**src/rtl/relay_sequencer.sv**
```systemverilog
// relay_sequencer: orders the T/R relay and the PA enable around a transmit request
// so that the relay contacts never switch while RF is present.
// Latency: outputs are registered and change on the same edge as the state change.
// Backpressure: none; tx_req/inhibit are levels sampled on every clk edge.
//
// Ports:
//   clk, reset      - system clock, synchronous active-high reset
//   tx_req          - clean transmit request level (already synchronous)
//   inhibit         - protection level; high forces a safe unkey and blocks keying
//   relay_tx        - T/R relay drive, 1 = transmit position
//   pa_enable       - PA bias/enable; tx_active mirrors it
//   rx_mute         - receiver mute, high while the relay is energised or settling
//   seq_state       - current state encoding for status readback
module relay_sequencer #(
  parameter int CNT_WIDTH     = 22,
  parameter int SETTLE_CYCLES = 1228800,
  parameter int HANG_CYCLES   = 0
) (
  input  logic       clk,
  input  logic       reset,
  input  logic       tx_req,
  input  logic       inhibit,
  output logic       relay_tx,
  output logic       pa_enable,
  output logic       tx_active,
  output logic       rx_mute,
  output logic [2:0] seq_state
);

  typedef enum logic [2:0] {
    S_RX      = 3'd0,
    S_KEYING  = 3'd1,
    S_TX      = 3'd2,
    S_HANG    = 3'd3,
    S_UNKEY   = 3'd4,
    S_RELEASE = 3'd5
  } state_t;

  // Terminal counts; the counter starts at 0 on state entry, so N cycles end at N-1.
  localparam logic [CNT_WIDTH-1:0] SETTLE_TC = CNT_WIDTH'(SETTLE_CYCLES - 1);
  localparam logic [CNT_WIDTH-1:0] HANG_TC   = CNT_WIDTH'(HANG_CYCLES - 1);
  localparam logic [CNT_WIDTH-1:0] CNT_ONE   = CNT_WIDTH'(1);

  state_t               r_state;
  state_t               w_nxt_state;
  logic [CNT_WIDTH-1:0] r_cnt;
  logic [CNT_WIDTH-1:0] w_cnt_nxt;
  logic                 r_relay;
  logic                 r_pa;
  logic                 r_mute;
  logic                 w_relay_nxt;
  logic                 w_pa_nxt;
  logic                 w_mute_nxt;
  logic                 w_settle_done;
  logic                 w_hang_done;
  logic                 w_key_ok;

  assign w_settle_done = (r_cnt == SETTLE_TC);
  assign w_hang_done   = (r_cnt == HANG_TC);
  // inhibit outranks tx_req everywhere, so keying is only ever allowed with it low.
  assign w_key_ok      = tx_req && !inhibit;

  always_comb begin
    w_nxt_state = r_state;
    case (r_state)
      S_RX: begin
        if (w_key_ok) w_nxt_state = S_KEYING;
      end
      S_KEYING: begin
        // An aborted key still goes through a full release settle.
        if (!w_key_ok)          w_nxt_state = S_RELEASE;
        else if (w_settle_done) w_nxt_state = S_TX;
      end
      S_TX: begin
        if (inhibit)      w_nxt_state = S_UNKEY;
        else if (!tx_req) w_nxt_state = (HANG_CYCLES > 0) ? S_HANG : S_UNKEY;
      end
      S_HANG: begin
        if (inhibit)          w_nxt_state = S_UNKEY;
        else if (tx_req)      w_nxt_state = S_TX;
        else if (w_hang_done) w_nxt_state = S_UNKEY;
      end
      S_UNKEY, S_RELEASE: begin
        // Re-key beats terminal count: relay stays energised, settle restarts.
        if (w_key_ok)           w_nxt_state = S_KEYING;
        else if (w_settle_done) w_nxt_state = S_RX;
      end
      default: w_nxt_state = S_RX;
    endcase
  end

  // Counter clears on every state change and only runs in timed states, so it
  // never wraps while parked in RX or TX.
  always_comb begin
    w_cnt_nxt = r_cnt;
    if (w_nxt_state != r_state) begin
      w_cnt_nxt = '0;
    end else if (r_state inside {S_KEYING, S_HANG, S_UNKEY, S_RELEASE}) begin
      w_cnt_nxt = r_cnt + CNT_ONE;
    end
  end

  // Outputs are decoded from the next state so they register on the same edge.
  always_comb begin
    w_relay_nxt = 1'b0;
    w_pa_nxt    = 1'b0;
    w_mute_nxt  = 1'b0;
    case (w_nxt_state)
      S_KEYING, S_UNKEY, S_RELEASE: begin
        w_relay_nxt = 1'b1;
        w_mute_nxt  = 1'b1;
      end
      S_TX, S_HANG: begin
        w_relay_nxt = 1'b1;
        w_pa_nxt    = 1'b1;
        w_mute_nxt  = 1'b1;
      end
      default: ;
    endcase
  end

  always_ff @(posedge clk) begin
    if (reset) begin
      r_state <= S_RX;
      r_cnt   <= '0;
      r_relay <= 1'b0;
      r_pa    <= 1'b0;
      r_mute  <= 1'b0;
    end else begin
      r_state <= w_nxt_state;
      r_cnt   <= w_cnt_nxt;
      r_relay <= w_relay_nxt;
      r_pa    <= w_pa_nxt;
      r_mute  <= w_mute_nxt;
    end
  end

  assign relay_tx  = r_relay;
  assign pa_enable = r_pa;
  assign tx_active = r_pa;
  assign rx_mute   = r_mute;
  assign seq_state = r_state;

endmodule

```
**config.mk**
```make
export PLATFORM = sky130hd
export DESIGN_NAME = relay_sequencer
export DESIGN_NICKNAME = d
export VERILOG_FILES = /design/src/rtl/relay_sequencer.sv
export SDC_FILE = /design/constraint.sdc
export NUM_CORES = 1
export LEC_CHECK = 0
export CAP_MARGIN = 10
export CORE_ASPECT_RATIO = 0.5
export CORE_MARGIN = 2
export CORE_UTILIZATION = 30
export DETAILED_ROUTE_END_ITERATION = 8
export DONT_BUFFER_PORTS = 1
export HOLD_SLACK_MARGIN = 0.15
export SYNTH_ARGS = -nofsm -noshare
export SYNTH_HDL_FRONTEND = slang
export SYNTH_SLANG_ARGS = --single-unit
```
**constraint.sdc**
```tcl
create_clock -name clk -period 2.8 [get_ports clk]
set_input_delay 0 -clock clk [delete_from_list [all_inputs] [get_ports clk]]
set_output_delay 0 -clock clk [all_outputs]
set_load 0.02 [all_outputs]
```
# Yosys cells after proc, flatten, opt, wreduce, memory -nomap -nowiden
# Cells that the tools add are included.
totals:
  ff_bits: 27
classes:
  reduce_logical: 8
  n_mux: 13
  n_addsub: 1
  eq_ne: 13
op_table:
  columns: ["op", "n"]
  rows:
  - ["$mux 3", 10]
  - ["$add 22x1->22 const B", 1]
  - ["$eq 22x21->1 const B", 1]
  - ["$eq 22x22->1 const B", 1]
  - ["$pmux 3 s5", 1]
  - ["$eq 3x2->1 const B", 4]
  - ["$eq 3x3->1 const B", 4]
  - ["$eq 3x1->1 const B", 2]
  - ["$reduce_or 2->1", 3]
  - ["$reduce_or 5->1", 1]
  - ["$reduce_bool 4->1", 1]
  - ["$logic_not 3->1", 1]
  - ["$ne 3x3->1", 1]
  - ["$mux 1", 2]
  - ["$logic_and 1x1->1", 1]
  - ["$logic_not 1->1", 1]

# Longest topological paths before layout
# Gate-level depths: netlist (run 1).
depth:
  word_depth: 8
  mapped_depth: 7

# Worst setup path after synthesis (run 1)
# Ideal clock, no wire load.
synth_path:
  path_type: "flip-flop to flip-flop"
  from: "register r_cnt[18]"
  to: "register r_cnt[0]"
  t_required_ns: 2.679
  path_buffers: 1
  slack_ns: 0.611
  setup_time_ns: 0.121
  synth_period_minus_slack_ns: 2.189
  arrival_time_ns: 2.069
  path_stages_with_launch: 7
  cell_sequence: "dfxtp_1 or4b_1 or4b_4 o31a_1 o22ai_2 buf_6 nor3_1"
synth_via:
  elab_chain_len: 7
  word_cells_on_any_way: 12
  cone_classes: "3 x eq/ne; 8 x mux; 1 x reduce/logical"
synth_lines:
  columns: ["element", "line_no", "source"]
  rows:
  - ["start, declared", "46", "logic [CNT_WIDTH-1:0] r_cnt;"]
  - ["start signal, assigned", "131", "r_cnt <= w_cnt_nxt;"]
  - ["$eq 22x22->1", "59", "assign w_hang_done = (r_cnt == HANG_TC);"]
  - ["$mux 3", "81", "else if (w_hang_done) w_nxt_state = S_UNKEY;"]
  - ["$mux 3", "80", "else if (tx_req) w_nxt_state = S_TX;"]
  - ["$mux 3", "79", "if (inhibit) w_nxt_state = S_UNKEY;"]
  - ["$pmux 3 s5 (*)", "65", "case (r_state)"]
  - ["$ne 3x3->1 (*)", "96", "if (w_nxt_state != r_state) begin"]
  - ["$reduce_or 2->1 (no line) (*)", null, null]
# Mark *: on every way between the ends. The rest lies on a longest branch, timed or not.
# A chain may end at the register's enable or synchronous reset.

# Final worst setup path (run 1)
layout_path:
  from: "register r_cnt[18]"
  to: "register r_cnt[13]"
# Same word-level chain as after synthesis.

==> results of run 1 <==
==> cells in the final DEF (no fill, tap or decap), drive strengths merged, types with 2 or more instances in the layout <==
| cell type | netlist | final |
|---|---|---|
| nand4 | 11 | 11 |
| a2111oi | 2 | 2 |
| nor4 | 5 | 5 |
| a31oi | 4 | 4 |
| nand2 | 6 | 6 |
| buf | 10 | 6 |
| or4b | 2 | 2 |
| or3 | 2 | 2 |
| nand3 | 11 | 11 |
| nor3 | 27 | 27 |
| nor2b | 2 | 2 |
| xor2 | 13 | 13 |
| inv | 2 | 2 |
| and4 | 5 | 5 |
| nor4b | 2 | 2 |
| dfxtp | 27 | 27 |
| clkbuf | 0 | 4 |
| xnor2 | 6 | 6 |
| a21oi | 2 | 2 |
| dlygate4sd3 | 0 | 5 |
| o21ai | 2 | 2 |
| and2 | 2 | 2 |
| and3 | 6 | 6 |
| o31a | 3 | 3 |
| nor2 | 7 | 7 |
==> metrics by stage <==
| stage | total power [mW] | setup slack, ns |
|---|---|---|
| after CTS | 0.6898 | 0.4158 |
| final | 0.6874 | 0.3950 |
| after detailed placement | 0.4635 | 0.4168 |
| after global routing | 0.7131 | 0.2966 |
| after floorplan | 0.4612 | 0.6107 |
| after global placement | 0.4620 | 0.4767 |
==> path summary, 6_finish.rpt <==
path                                 from            to  slack, ns  cells past startpoint
worst max-delay path            r_cnt[18]     r_cnt[13]       0.40                      6
worst min register to register   r_cnt[1]      r_cnt[1]       0.57                      2
worst min-delay path               tx_req  seq_state[0]       0.29                      4
worst max register to register  r_cnt[18]     r_cnt[13]       0.40                      6
==> layout make-up <==
type	instances	area, sq um
inverter	2	7.507
sequential	27	540.5
timing repair buffer	11	95.09
multi-input combinational	131	869.6
clock buffer	4	45.04
fill	524	3242
tap	70	87.58
==> routing by layer <==
layer  wire length (um)  up-vias
met1               1680      631
met5                  0        -
li1                   -      655
met3                183        4
met2               1377       47
met4                 17        0
==> flip-flops by register name, summed over array words and instances (netlist names) <==
signal and cells:
seq_state 3, r_cnt 22, rx_mute 1, pa_enable 1
==> cells by family (layout without fill, tap and decap cells) <==
kind of cell	after synthesis	after routing
buffers and inverters	12	17
xor gates and xnor gates	19	19
muxes	1	1
DFF	27	27
adders and majority gates	1	1
AOI/OAI and AO/OA	18	18
and+or+nand+nor	92	92
==> worst register-to-register path: stages (launching register included) <==
cell and delay (ns):
dfxtp_1 0.38, or4b_1 0.54, or4b_4 0.53, o31a_1 0.30, o22ai_2 0.14, buf_4 0.27
a2111oi_0 0.10
==> where the power goes <==
group,internal [mW],total (mW),switching (mW)
Sequential,0.389,0.401,0.0115
Clock,0.102,0.227,0.125
Combinational,0.0229,0.0594,0.0365
==> flow_metrics.tcl, run 1 <==
set metrics [dict create \
    tightestPinTransition_ns 0.6293 \
    viasPerCell 5.457 \
    synth_xor_area_share_pct 11.05 \
    slew_violations 0 \
    hold_viol 0 \
    use_met2_pct 20.50 \
    met3_usage_pct 2.421 \
    antenna_found_initial 0 \
    hpwlAfterDp_mm 2.223 \
    crit_type "register to register" \
    cp-start-kind "register" \
    endpoint_kind "register" \
    critPathMaxFanout 22 \
    fp-row-count 18 \
    period_minus_slack_ns 2.405 \
    ir_drop_v 0.0001821 \
    gp_congestion 0.8170 \
    async_flop_share_pct 0 \
    timing.slew.headroom_pct 57.66 \
    p_leak_nw 0.5354 \
    drc_errors 0 \
    synth-compound-area-share_pct 9.219 \
    grt_pass1_wl_mm 5.609 \
    final_nets 181 \
    cp_num_buf_inv 1 \
    ys_seq_area_share_pct 35.88 \
    fp.dieH_um 54.11 \
    ys_top_cells_by_area "dfxtp_1 36%, nor3_1 8.6%, xor2_1 7.6%" \
    pwr_density_cell_nw_per_um2 417.8 \
    grtUsageMet1_pct 16.95 \
    yosysWarningCount 0 \
    crit_family "simple AND/OR/NAND/NOR gates" \
    syn_nets 175 \
    firstDrtPassIters 4 \
    rsz0062_at_grt "false" \
    portBuffers 0 \
    clock_latency_ns 0.28 \
    crit_chain "or4b_1 -> or4b_4 -> o31a_1 -> o22ai_2 -> buf_4 -> a2111oi_0" \
    core_area_sq_um 4887 \
    gr-usage-all-layers_pct 12.27 \
    cts_hold_buf 5 \
    dp.cells 236 \
    tns_ns 0 \
    cts_made_buffers 3 \
    num_vias 1337 \
    synth-edff-count 0 \
    cts.sinks 27 \
    diodes 0 \
    stdcell_area_sq_um 1645 \
    critPathMaxStageDelay_ns 0.54 \
    finClkSkew_ns 0.007469 \
    io_pins 11 \
    drv_cap 0 \
    synthFlopType "dfxtp_1" \
    synth_top_family_by_area "simple AND/OR/NAND/NOR gates" \
    synth_area_sq_um 1506 \
    worstPathArrival_ns 2.53 \
    cts_tree "done" \
    ys_types 40 \
    dieArea_sq_um 5639 \
    yosys-top-cells-count "27 x dfxtp_1, 26 x nor3_1, 13 x xor2_1" \
    yosysTopAreaCell "dfxtp_1" \
    critPathSlowestCell "or4b_1" \
    drive_gt1_share_pct 9.714 \
    cts_resized 0 \
    cts_setup_buffers 0 \
    drt_wl_total_mm 3.260 \
    start_util_pct 30.82 \
    ant_nets 0 \
    clk_pin_slew_ns 0.10 \
    fin_hold_ws_ns 0.2913 \
    grt_pass1_vias 1139 \
    overflow 0 \
    synthCells 170 \
    status "completed" \
    clock-root-buffer "clkbuf_8" \
    setup_viol 0 \
    synth_adder_area_share_pct 0.8306 \
    grt_max_degree 23 \
    wl_per_cell_um 13.31 \
    die_width_um 104.2 \
    worstPathRequired_ns 2.93 \
    stdcell_count 245 \
    dpl_cell_area_sq_um 1550 \
    clockBufferDepth 2 \
    timing.final.crit_share_pct 85.89 \
    busiest_layer "met2" \
    synth.most_common_cell "dfxtp_1" \
    fin_util_pct 33.67 \
    postSynthAreaPerCell_sq_um 8.861 \
    synth-seq-cells 27 \
    synth_top_cell_area_share_pct 35.88 \
    hold_class "input port to register" \
    syn_to_final_growth_pct 9.219 \
    drtIter0Drc 75 \
    muxShareOfSynthArea_pct 0.6645 \
    fmax_mhz 415.8 \
    synth_simple_gate_area_share_pct 35.96 \
    cts_htree_levels 1 \
]
Note: power is estimated with default switching activity, not from simulation.
==> run 2: changes to the inputs <==
--- a/config.mk
+++ b/config.mk
@@ -14,2 +14,3 @@
 export HOLD_SLACK_MARGIN = 0.15
+export PLACE_DENSITY_LB_ADDON = 0.3
 export SYNTH_ARGS = -nofsm -noshare
==> constraint.sdc (replaced) <==
create_clock -name clk -period 2.3 [get_ports clk]
set_input_delay 0.23 -clock clk [delete_from_list [all_inputs] [get_ports clk]]
set_output_delay 0.23 -clock clk [all_outputs]
set_load 0.02 [all_outputs]
==> flow_metrics.tcl, run 2 (synthesis gave the netlist of run 1 again) <==
set metrics [dict create \
    clk_pin_slew_ns 0.09 \
    cp-start-kind "register" \
    setup_viol 0 \
    worstPathArrival_ns 2.38 \
    crit_type "register to register" \
    critPathMaxFanout 22 \
    nFillCells 492 \
    tns_ns 0 \
    num_vias 1321 \
    viasPerCell 5.370 \
    start_util_pct 30.82 \
    fin_util_pct 34.20 \
    hold_class "input port to register" \
    post-place-ws_ns 0.04525 \
    overflow 0 \
    clock_latency_ns 0.27 \
    period_minus_slack_ns 2.253 \
    grt_max_degree 23 \
    diodes 0 \
    dieArea_sq_um 5639 \
    timing.final.crit_share_pct 97.94 \
    gr-usage-all-layers_pct 12.95 \
    top_register "r_cnt" \
    largest_reg_flops 22 \
    grt_pass1_wl_mm 5.906 \
    drtIter0Drc 61 \
    final_nets 182 \
    ir_drop_v 0.0001857 \
    cts_made_buffers 3 \
    endpoint_kind "register" \
    final_common_cell "dfxtp_1" \
    cts_tree "done" \
    worstPathRequired_ns 2.43 \
    pwr_density_cell_nw_per_um2 496.8 \
    drc_errors 0 \
    cts_htree_levels 1 \
    clockBufferDepth 2 \
    gp_congestion 0.7632 \
    io_pins 11 \
    ant_nets 0 \
    drt_wl_total_mm 3.301 \
    firstDrtPassIters 4 \
    finClkSkew_ns 0.005215 \
    drv_cap 0 \
    tightestPinTransition_ns 0.6284 \
    fin_ws_ns 0.04739 \
    hold_viol 0 \
    fmax_mhz 443.9 \
    syn_to_final_growth_pct 10.96 \
    fp-row-count 18 \
    slew_violations 0 \
    fp.dieH_um 54.11 \
    portBuffers 0 \
    r2r_slack_ns 0.05 \
    die_width_um 104.2 \
    hpwlAfterDp_mm 2.348 \
    clock-root-buffer "clkbuf_8" \
    drive_gt1_share_pct 13.07 \
    rsz0062_at_grt "true" \
    antenna_found_initial 0 \
    status "completed" \
    cts_setup_buffers 0 \
    grt_pass1_vias 1243 \
    cts.sinks 27 \
    layout_common_cells "27 x dfxtp_1, 26 x nor3_1, 13 x xor2_1" \
    timing.slew.headroom_pct 57.95 \
    wl_per_cell_um 13.42 \
    core_area_sq_um 4887 \
    p_leak_nw 0.5514 \
]
run 2: area by class of cell:
cell class	count	area [sq um]	share of cell area [%]
clock buffers	4	45.04	2.695
multi-input cells	131	873.3	52.25
repair buffers	12	117.6	7.036
flip-flops and latches	27	540.5	32.34
well taps	70	87.58	5.240
inverters	2	7.507	0.4491
run 2: where the power goes:
part | switching [mW] | leakage (nW) | internal (mW)
Combinational | 0.0444 | 0.310 | 0.0336
Clock | 0.141 | 0.0228 | 0.124
Sequential | 0.0130 | 0.218 | 0.474
run 2: layer usage:
layer | vias up | wire [um] | global-route usage (%)
met3 | 6 | 112 | 1.937
li1 | 654 | - | -
met4 | 0 | 53 | 4.730
met1 | 638 | 1675 | 17.45
met5 | - | 0 | 0
met2 | 23 | 1460 | 21.60
run 2: stage by stage:
stage                     std cells  area [sq um]  total power [mW]  hold WS, ns
after global placement          241          1613            0.5732       0.3078
after global routing            246          1672            0.8732       0.2677
final                           246          1672            0.8305       0.2374
after detailed placement        241          1613            0.5742       0.3042
after CTS                       246          1668            0.8498       0.2233
after floorplan                 170          1506            0.5615       0.2994
run 2: repair_timing:
action / CTS / global route
hold buffers: 1 / 0
resized for setup: 0 / 1
endpoints found under the setup margin: 0 / 3
hold endpoints to repair: 4 / 0
run 2: critical path: stages, from the launching register on:
cell	delay (ns)
dfxtp_1	0.32
or4b_4	0.54
or4b_4	0.52
o31a_1	0.30
o22ai_2	0.18
buf_12	0.18
a2111oi_0	0.06
run 2: path summary, 6_finish.rpt:
check	end	depth (start not counted)	from
setup / recovery	r_cnt[13]	6	r_cnt[21]
hold / removal	pa_enable	3	inhibit
setup reg to reg	r_cnt[13]	6	r_cnt[21]
hold reg to reg	r_cnt[1]	2	r_cnt[1]
